[src/rtl/button_debounce.sv]
`default_nettype none
// ============================================================================
// button_debounce : active-low button synchroniser/debouncer with press and
//                   release pulses, one independent channel per button.
// Revision        : 1.0
// ============================================================================
module button_debounce #(
   parameter int N_BTN           = 4,
   parameter int DEBOUNCE_CYCLES = 100000,
   parameter int CNT_W           = 17
) (
   input  logic             clk,
   input  logic             rst,
   input  logic [N_BTN-1:0] btn_n_in,
   output logic [N_BTN-1:0] pressed,
   output logic [N_BTN-1:0] press_pulse,
   output logic [N_BTN-1:0] release_pulse
);

   localparam logic [CNT_W-1:0] LAST_CNT = CNT_W'(DEBOUNCE_CYCLES - 1);
   localparam logic [CNT_W-1:0] CNT_ONE  = CNT_W'(1);

   // Sync flops reset to 1 so a released (high) pin looks idle out of reset.
   logic [N_BTN-1:0] sync1;
   logic [N_BTN-1:0] sync2;

   always_ff @(posedge clk or posedge rst) begin
      if (rst) begin
         sync1 <= '1;
         sync2 <= '1;
      end else begin
         sync1 <= btn_n_in;
         sync2 <= sync1;
      end
   end

   generate
      for (genvar i = 0; i < N_BTN; i++) begin : g_ch
         logic             s;
         logic [CNT_W-1:0] cnt;
         logic             lvl;
         logic             pp;
         logic             rp;

         assign s = ~sync2[i];

         // The level flips only after DEBOUNCE_CYCLES consecutive differing
         // samples; pulses are registered on the same edge as the flip.
         always_ff @(posedge clk or posedge rst) begin
            if (rst) begin
               cnt <= '0;
               lvl <= 1'b0;
               pp  <= 1'b0;
               rp  <= 1'b0;
            end else begin
               pp <= 1'b0;
               rp <= 1'b0;
               if (s == lvl) begin
                  cnt <= '0;
               end else if (cnt == LAST_CNT) begin
                  cnt <= '0;
                  lvl <= s;
                  pp  <= s;
                  rp  <= ~s;
               end else begin
                  cnt <= cnt + CNT_ONE;
               end
            end
         end

         assign pressed[i]       = lvl;
         assign press_pulse[i]   = pp;
         assign release_pulse[i] = rp;
      end
   endgenerate

endmodule
`default_nettype wire
[config.mk]
export PLATFORM = sky130hd
export DESIGN_NAME = button_debounce
export DESIGN_NICKNAME = d
export VERILOG_FILES = /design/src/rtl/button_debounce.sv
export SDC_FILE = /design/constraint.sdc
export NUM_CORES = 1
export LEC_CHECK = 0
export ABC_AREA = 1
export CORE_MARGIN = 4
export CORE_UTILIZATION = 60
export DETAILED_ROUTE_END_ITERATION = 7
export PLACE_DENSITY_LB_ADDON = 0.12
export SLEW_MARGIN = 30
export SYNTH_ARGS = -nofsm -noshare
export SYNTH_HDL_FRONTEND = slang
export SYNTH_SLANG_ARGS = --single-unit
[constraint.sdc]
create_clock -name clk -period 8.93 [get_ports clk]
set_clock_uncertainty 0.05 [all_clocks]
set_input_delay 2.2325 -clock clk [delete_from_list [all_inputs] [get_ports clk]]
set_output_delay 2.2325 -clock clk [all_outputs]
set_load 0.05 [all_outputs]
## After elaboration in Yosys (flattened, before gate mapping)

Index checks and enable logic that the tools add are counted.

| word-level totals | value |
|---|---|
| logic and storage cells | 66 |
| bits in registers | 88 |
| output and inout port bits | 12 |
| input bits | 6 |

| cells by class | value |
|---|---|
| add/subtract/negate cells | 4 |
| eq/ne operators | 8 |
| reduce and logical (&&, ||, !) cells | 4 |
| bitwise gates (word level) | 8 |
| muxes and demuxes | 24 |

Operators with widths:

| kind | count |
|---|---|
| $mux W17 | 8 |
| $add A17 B1 Y17 const B | 4 |
| $eq A17 B17 Y1 const B | 4 |
| $mux W1 | 16 |
| $not A1 Y1 | 8 |
| $reduce_and A2 Y1 | 4 |
| $eq A1 B1 Y1 | 4 |

## Logic depth before layout (Yosys ltp)

Gate-level depths: netlist (run 1).

| depth | value |
|---|---|
| word-level depth | 4 |
| gate-level depth with buffers | 9 |
| mapped depth without buffers | 9 |

## Least setup slack after synthesis (run 1)

Ideal clock, no wire load.

| timing path | value |
|---|---|
| path kind | register to output |
| start point | register g_ch[0].lvl |
| end point | output pressed[0] |
| buffers on the path | 1 |
| stages on the path, launching flop included | 2 |
| path slack | 6.067 ns |
| data required time | 6.648 ns |
| data arrival time | 0.580 ns |
| path through | dfrtp_1 > buf_4 |

RTL lines:

| element | RTL line | text |
|---|---|---|
| start, declared | 41 | `logic lvl;` |
| start signal, assigned | 62 | `lvl <= s;` |
| end, declared | 15 | `output logic [N_BTN-1:0] pressed,` |

No word-level cell between the ends.

## Final worst setup path (run 1)

| timing path | value |
|---|---|
| start point | register g_ch[0].lvl |
| end point | output pressed[0] |

No word-level cell between the ends.

==> reports/metrics.cfg, run 1 <==
[detailed_routing]
final_antenna_net_count = 0
drt_drc_violations_left = 0
wl_um = 8870
firstDrtPassIters = 4
via_count = 3776
drt_first_iter_violations = 117
routedWlPerCell_um = 12.08
post_drt_via_cell_ratio = 5.144

[worst_hold_path]
worstHoldStart = sync1[2]
worstHoldPathType = reg -> reg

[setup_path]
critical_path.slowest_cell = sky130_fd_sc_hd__clkdlybuf4s50_1
path_cells = clkdlybuf4s50_1
arrival_ns = 1.58
critical_path_class = reg -> out
path_max_fanout = 5
crit-reg2reg-launch = g_ch[2].cnt[0]
startpoint = g_ch[0].lvl
cp-start-kind = flop
critPathTopFamily = buffers and inverters
timing.critical_path.required_ns = 6.65
cp_slowest_stage_delay_ns = 0.83
critPathCaptureType = primary output
worstPathBufferInverterCount = 1

[floorplanning]
io-pin-count = 18
coreArea_um2 = 7408
die_y_um = 96.30
floorplan.initialDensity_pct = 63.15
die_wd_um = 96.30
std_cell_rows = 31
floorplan.die_area_um2 = 9274

[run_status]
status = finished, final reports clean

[logic_synthesis]
synth_top_cell_by_area = sky130_fd_sc_hd__dfrtp_1
synth_seq_cells = 88
synth_seq_area_share_pct = 47.29
mappedNetlistNets = 624
netlist.area_leader.share_pct = 42.79
synth.distinct_cells = 27
netlist_area_um2 = 4678
post_synth_main_area_contributors = sky130_fd_sc_hd__dfrtp_1, sky130_fd_sc_hd__nor2_1, sky130_fd_sc_hd__nand2_1, sky130_fd_sc_hd__inv_1, sky130_fd_sc_hd__nand3_1
synth_warnings = 0
synthesis.instances = 614
post_synth.cell_area_avg_um2 = 7.619

[sta]
finalHoldViolations = 0
worst_rel_slew_slack_pct = 43.95
rsz_0062_raised_after_global_routing = no
final_min_period_over_clock_period_pct = 43.28
final-max-slew-violation-count = 0
worst_slack_ns = 5.065
timing.fmax_mhz = 258.7
setup-tns-final_ns = 0
finalCriticalPeriod_ns = 3.865
worst_slew_pin_slew_ns = 0.8407
final_setup_violation_count = 0
hold_slack_ns = 0.3075

[layout]
num_antenna_cells = 0
final_layout_size_suffix_gt1_share_pct = 9.606
postLayoutCoreUtil_pct = 68.40
num-nets-final = 640
syn2layout_area_growth_pct = 8.318
filler_cell_count = 626

[global_route]
number_of_antenna_violations_at_the_first_check_in_global_routing = 0
gr-usage-all-layers_pct = 21.61
vias_in_the_first_global_route = 3584
first_pass_grt_wire_length_um = 15670
global_route.overflow_total = 0
largest_net_degree_at_the_start_of_global_routing = 71

[clock_tree]
clk_pin_slew_ns = 0.08
tritoncts.num_buffers = 9
clock_sink_count = 88
clock_path_buffers = 2
clock_tree.htree_level_count = 3
tritoncts_clock_tree = built
clock_latency_ns = 0.35
post_cts.resized_instances = 0
post-cts-setup-buffer-count = 0
clock-root-buffer = sky130_fd_sc_hd__clkbuf_8
cts_hold_repair.buffers = 0

[power_and_ir_drop]
finalPower_uw = 702.0
leakage_uw = 0.002127
p_per_area_nw_per_um2 = 138.5
max-vdd-ir-drop_v = 0.0001068

[place]
detailedPlace.worstSlack_ns = 5.124
dp_hpwl_um = 6498
gp_routability_congestion = 0.9204
portBuffers = 17

[run]
cap_viol_max_count = 0

-- cell usage after synthesis --
cell type / number
sky130_fd_sc_hd__nor2_1: 147
sky130_fd_sc_hd__nand2_1: 144
sky130_fd_sc_hd__dfrtp_1: 80
sky130_fd_sc_hd__inv_1: 59
sky130_fd_sc_hd__nand3_1: 44
sky130_fd_sc_hd__xor2_1: 19
sky130_fd_sc_hd__nand2_2: 16
sky130_fd_sc_hd__nand4_1: 15
sky130_fd_sc_hd__o21bai_1: 15
sky130_fd_sc_hd__nor3_1: 14
sky130_fd_sc_hd__buf_4: 12
sky130_fd_sc_hd__nor2_2: 9
sky130_fd_sc_hd__dfstp_2: 8
sky130_fd_sc_hd__nor2_4: 5
sky130_fd_sc_hd__o21ai_1: 5
sky130_fd_sc_hd__ha_1: 4
sky130_fd_sc_hd__inv_2: 4
sky130_fd_sc_hd__a21oi_1: 3
sky130_fd_sc_hd__clkinv_1: 2
sky130_fd_sc_hd__o21ai_0: 2
sky130_fd_sc_hd__a21o_1: 1
sky130_fd_sc_hd__and2_1: 1
sky130_fd_sc_hd__buf_6: 1
sky130_fd_sc_hd__nand2_4: 1
sky130_fd_sc_hd__nor3b_1: 1
sky130_fd_sc_hd__o21bai_2: 1
sky130_fd_sc_hd__xnor2_1: 1
-- registers in the layout (all words and copies together) (netlist names) --
signal,flops
g_ch.cnt,68
g_ch.lvl,4
g_ch.pp,4
g_ch.rp,4
sync1,4
sync2,4
-- worst reg2reg max path, delay by kind of cell, from the launching register on --
kind / cells / cell delay, ns
flops: 1 / 0.42
fa+ha+maj: 1 / 0.23
simple gates: 6 / 0.73
buf+inv: 1 / 0.09
-- cells by family after synthesis --
group	Yosys count	share of synthesized area, %
buffers and inverters	78	7.382
AOI/OAI and AO/OA	27	3.878
and+or+nand+nor	397	36.64
DFF	88	47.29
xor gates and xnor gates	20	3.744
adders and majority gates	4	1.070
-- path summary, 6_finish.rpt --
path / depth (start not counted) / to / slack (ns)
worst max-delay path: 1 / pressed[0] / 5.07
worst min-delay path: 0 / sync2[2] / 0.31
worst max register to register: 8 / g_ch[2].cnt[10] / 7.35
worst min register to register: 0 / sync2[2] / 0.31
max in group asynchronous: 3 / g_ch[2].cnt[8] / 5.60
min in group asynchronous: 2 / g_ch[2].pp / 2.10
-- through the flow --
stage,instances,area (um2)
after floorplan,614,4678
after global placement,718,4880
after detailed placement,718,4880
after CTS,734,5067
after global routing,734,5067
final,734,5067
-- per-layer routing --
| layer | wire, um | up-vias | GRT usage, % |
|---|---|---|---|
| met1 | 4179 | 1767 | 28.92 |
| met4 | 87 | 0 | 6.192 |
| met5 | 0 | - | 0 |
| li1 | - | 1938 | - |
| met3 | 373 | 7 | 4.926 |
| met2 | 4230 | 64 | 35.31 |
-- cell usage in the layout, fill, tap and decap left out, drive strengths merged --
master / netlist / final
nor2: 161 / 161
nand2: 161 / 161
dfrtp: 80 / 80
inv: 63 / 62
nand3: 44 / 44
xor2: 19 / 19
clkdlybuf4s50: 0 / 17
o21bai: 16 / 16
nand4: 15 / 15
nor3: 14 / 14
clkbuf: 0 / 10
dfstp: 8 / 8
o21ai: 7 / 7
clkinv: 2 / 6
ha: 4 / 4
a21oi: 3 / 3
clkinvlp: 0 / 2
and2: 1 / 1
xnor2: 1 / 1
a21o: 1 / 1
nor3b: 1 / 1
bufinv: 0 / 1
buf: 13 / 1
-- area by class of cell --
| cell class | count | area, um2 | share of cell area (%) |
|---|---|---|---|
| Multi-Input combinational cell | 448 | 2121 | 41.85 |
| Tap cell | 99 | 123.9 | 2.444 |
| Sequential cell | 88 | 2212 | 43.65 |
| Inverter | 65 | 245.2 | 4.840 |
| Clock buffer | 10 | 127.6 | 2.519 |
| Clock inverter | 6 | 60.06 | 1.185 |
| Timing Repair Buffer | 18 | 177.7 | 3.506 |
-- power by group --
| part | switching [uW] | internal [uW] | total (uW) |
|---|---|---|---|
| clock network | 137 | 128 | 265 |
| registers | 5.30 | 406 | 411 |
| logic | 18.6 | 7.21 | 25.8 |
(Power assumes the default switching activity.)
==> inputs of run 2 (changes only) <==
- clock period: 8.93 -> 3.8 ns (I/O delays scaled with it)
==> run 2 against run 1 <==
  * Clock-buffer cell count increased by 2
  * Non-clock buffer count unchanged
  * Largest cell class unchanged
  * Sequential share of layout area decreased by 0.48 points
  * Die area unchanged
  * First-iteration DRC count increased by 59%
  * Via count increased by 3.8%
==> reports/metrics.cfg, run 2 (synthesized netlist as in run 1, its figures left out) <==
[worst_hold_path]
worstHoldStart = sync1[3]  ; was sync1[2]
worstHoldPathType = reg -> reg  ; unchanged

[power_and_ir_drop]
p_per_area_nw_per_um2 = 343.3  ; was 138.5 nW/um2
cell_internal_pwr_uw = 1380  ; was 540.9 uW
power.switching_uw = 379.0  ; was 161.1 uW
leakage_uw = 0.002153  ; was 0.002127 uW
max-vdd-ir-drop_v = 0.0002916  ; was 0.0001068 V
part_of_the_total_power_dissipated_in_the_clock_network_pct = 41.5  ; was 37.8%
power.share.sequential_pct = 54.9  ; was 58.6%
combinationalPowerShare_pct = 3.5  ; was 3.7%
net_switching_fraction_of_the_power_pct = 21.55  ; was 22.95%

[run_status]
status = finished, final reports clean  ; unchanged

[global_route]
global_route.overflow_total = 0  ; unchanged
vias_in_the_first_global_route = 3579  ; was 3584
number_of_antenna_violations_at_the_first_check_in_global_routing = 0  ; unchanged
gr-usage-all-layers_pct = 21.66  ; was 21.61%
largest_net_degree_at_the_start_of_global_routing = 54  ; was 71
first_pass_grt_wire_length_um = 15770  ; was 15670 um

[setup_path]
worstPathBufferInverterCount = 1  ; unchanged
critical_path.slowest_cell = sky130_fd_sc_hd__clkdlybuf4s50_1  ; unchanged
crit-reg2reg-launch = g_ch[2].cnt[0]  ; unchanged
startpoint = g_ch[0].lvl  ; unchanged
cp-start-kind = flop  ; unchanged
timing.critical_path.required_ns = 2.80  ; was 6.65 ns
critPathTopFamily = buffers and inverters  ; unchanged
cp_slowest_stage_delay_ns = 0.83  ; about the same
path_cells = clkdlybuf4s50_1  ; unchanged
path_max_fanout = 5  ; unchanged
critPathCaptureType = primary output  ; unchanged
regToRegSetupSlack_ns = 2.23  ; was 7.35 ns
arrival_ns = 1.59  ; was 1.58 ns
critical_path_class = reg -> out  ; unchanged

[detailed_routing]
via_count = 3921  ; was 3776
routedWlPerCell_um = 12.62  ; was 12.08 um
drt_drc_violations_left = 0  ; unchanged
final_antenna_net_count = 0  ; unchanged
wl_um = 9264  ; was 8870 um
post_drt_via_cell_ratio = 5.342  ; was 5.144
firstDrtPassIters = 5  ; was 4
drt_first_iter_violations = 186  ; was 117

[floorplanning]
die_wd_um = 96.30  ; unchanged
floorplan.die_area_um2 = 9274  ; unchanged
floorplan.initialDensity_pct = 63.15  ; unchanged
coreArea_um2 = 7408  ; unchanged
std_cell_rows = 31  ; unchanged
die_y_um = 96.30  ; unchanged
io-pin-count = 18  ; unchanged

[place]
detailedPlace.worstSlack_ns = 1.583  ; was 5.124 ns
portBuffers = 17  ; unchanged
gp_routability_congestion = 0.8966  ; was 0.9204
dp_hpwl_um = 6734  ; was 6498 um

[layout]
largest_reg_flops = 68  ; unchanged
registers.top_by_ff_count = g_ch.cnt  ; unchanged
filler_cell_count = 607  ; was 626
syn2layout_area_growth_pct = 9.521  ; was 8.318%
ff_latch_area_um2 = 2212  ; unchanged
layout_commonest_cell = sky130_fd_sc_hd__nor2_1  ; unchanged
num-nets-final = 640  ; unchanged
multi_input_logic_area_um2 = 2121  ; unchanged
layout_common_cells = sky130_fd_sc_hd__nor2_1, sky130_fd_sc_hd__nand2_1, sky130_fd_sc_hd__dfrtp_1  ; unchanged
final_layout_size_suffix_gt1_share_pct = 9.606  ; unchanged
num_antenna_cells = 0  ; unchanged

[clock_tree]
clock_latency_ns = 0.35  ; about the same
post_cts.resized_instances = 0  ; unchanged
clk_pin_slew_ns = 0.08  ; about the same
tritoncts.num_buffers = 9  ; unchanged
post-cts-setup-buffer-count = 0  ; unchanged
clock_sink_count = 88  ; unchanged
cts_hold_repair.buffers = 0  ; unchanged
clock_path_buffers = 2  ; unchanged
clock_tree.htree_level_count = 3  ; unchanged
tritoncts_clock_tree = built  ; unchanged
clock-root-buffer = sky130_fd_sc_hd__clkbuf_8  ; unchanged

[sta]
final_min_period_over_clock_period_pct = 68.19
finalHoldViolations = 0  ; unchanged
setup-tns-final_ns = 0  ; unchanged
final-max-slew-violation-count = 0  ; unchanged
worst_rel_slew_slack_pct = 58.14  ; was 43.95%
final_setup_violation_count = 0  ; unchanged
rsz_0062_raised_after_global_routing = no  ; unchanged
worst_slew_pin_slew_ns = 0.6272  ; was 0.8407 ns
worst_slack_ns = 1.209  ; was 5.065 ns
timing.fmax_mhz = 385.9
finalCriticalPeriod_ns = 2.591

[run]
cap_viol_max_count = 0  ; unchanged

run 2: cell count changes in the layout (fill, tap and decap cells not counted), sizes merged:
cell,delta
clkbuf,+2
bufinv,+1
clkinv,-2
clkinvlp,-1
run 2: power groups by stage:
| stage | combinational (uW) | sequential (uW) | clock [uW] |
|---|---|---|---|
| floorplan | 42.7 | 981 | 0 |
| global placement | 61.8 | 983 | 0 |
| detailed placement | 64.5 | 984 | 0 |
| CTS | 64.7 | 966 | 752 |
| global route | 73.2 | 969 | 786 |
| finish | 62.4 | 966 | 730 |
run 2: worst paths after layout:
check / end / cells after the start
worst max-delay path: pressed[0] / 1
worst min-delay path: sync2[3] / 0
worst max register to register: g_ch[2].cnt[0] / 8
worst min register to register: sync2[3] / 0
max in group asynchronous: sync2[0] / 3
min in group asynchronous: g_ch[3].cnt[13] / 2
run 2: layout make-up:
class                      instances  share of cell area, %
sequential                        88                  43.17
multi-input combinational        448                  41.39
inverter                          65                  4.786
timing repair buffer              18                  3.712
clock buffer                      12                  3.028
tap                               99                  2.418
clock inverter                     4                  1.490
run 2: per-layer routing:
layer	wire (um)	GRT usage, %
met1	4067	27.49
met2	4514	36.34
met3	582	5.317
met4	100	7.126
met5	0	0
run 2: metrics by stage:
step | instance area [um2] | total power, uW | util [%] | cells | hold slack [ns]
3_5_place_dp | 4892 | 1049 | 66.04 | 718 | 0.2973
3_3_place_gp | 4892 | 1045 | 66.04 | 718 | 0.2967
4_1_cts | 5124 | 1783 | 69.16 | 734 | 0.3119
2_1_floorplan | 4678 | 1024 | - | 614 | 0.2952
5_1_grt | 5124 | 1828 | 69.16 | 734 | 0.3172
6_report | 5124 | 1759 | 69.16 | 734 | 0.3132
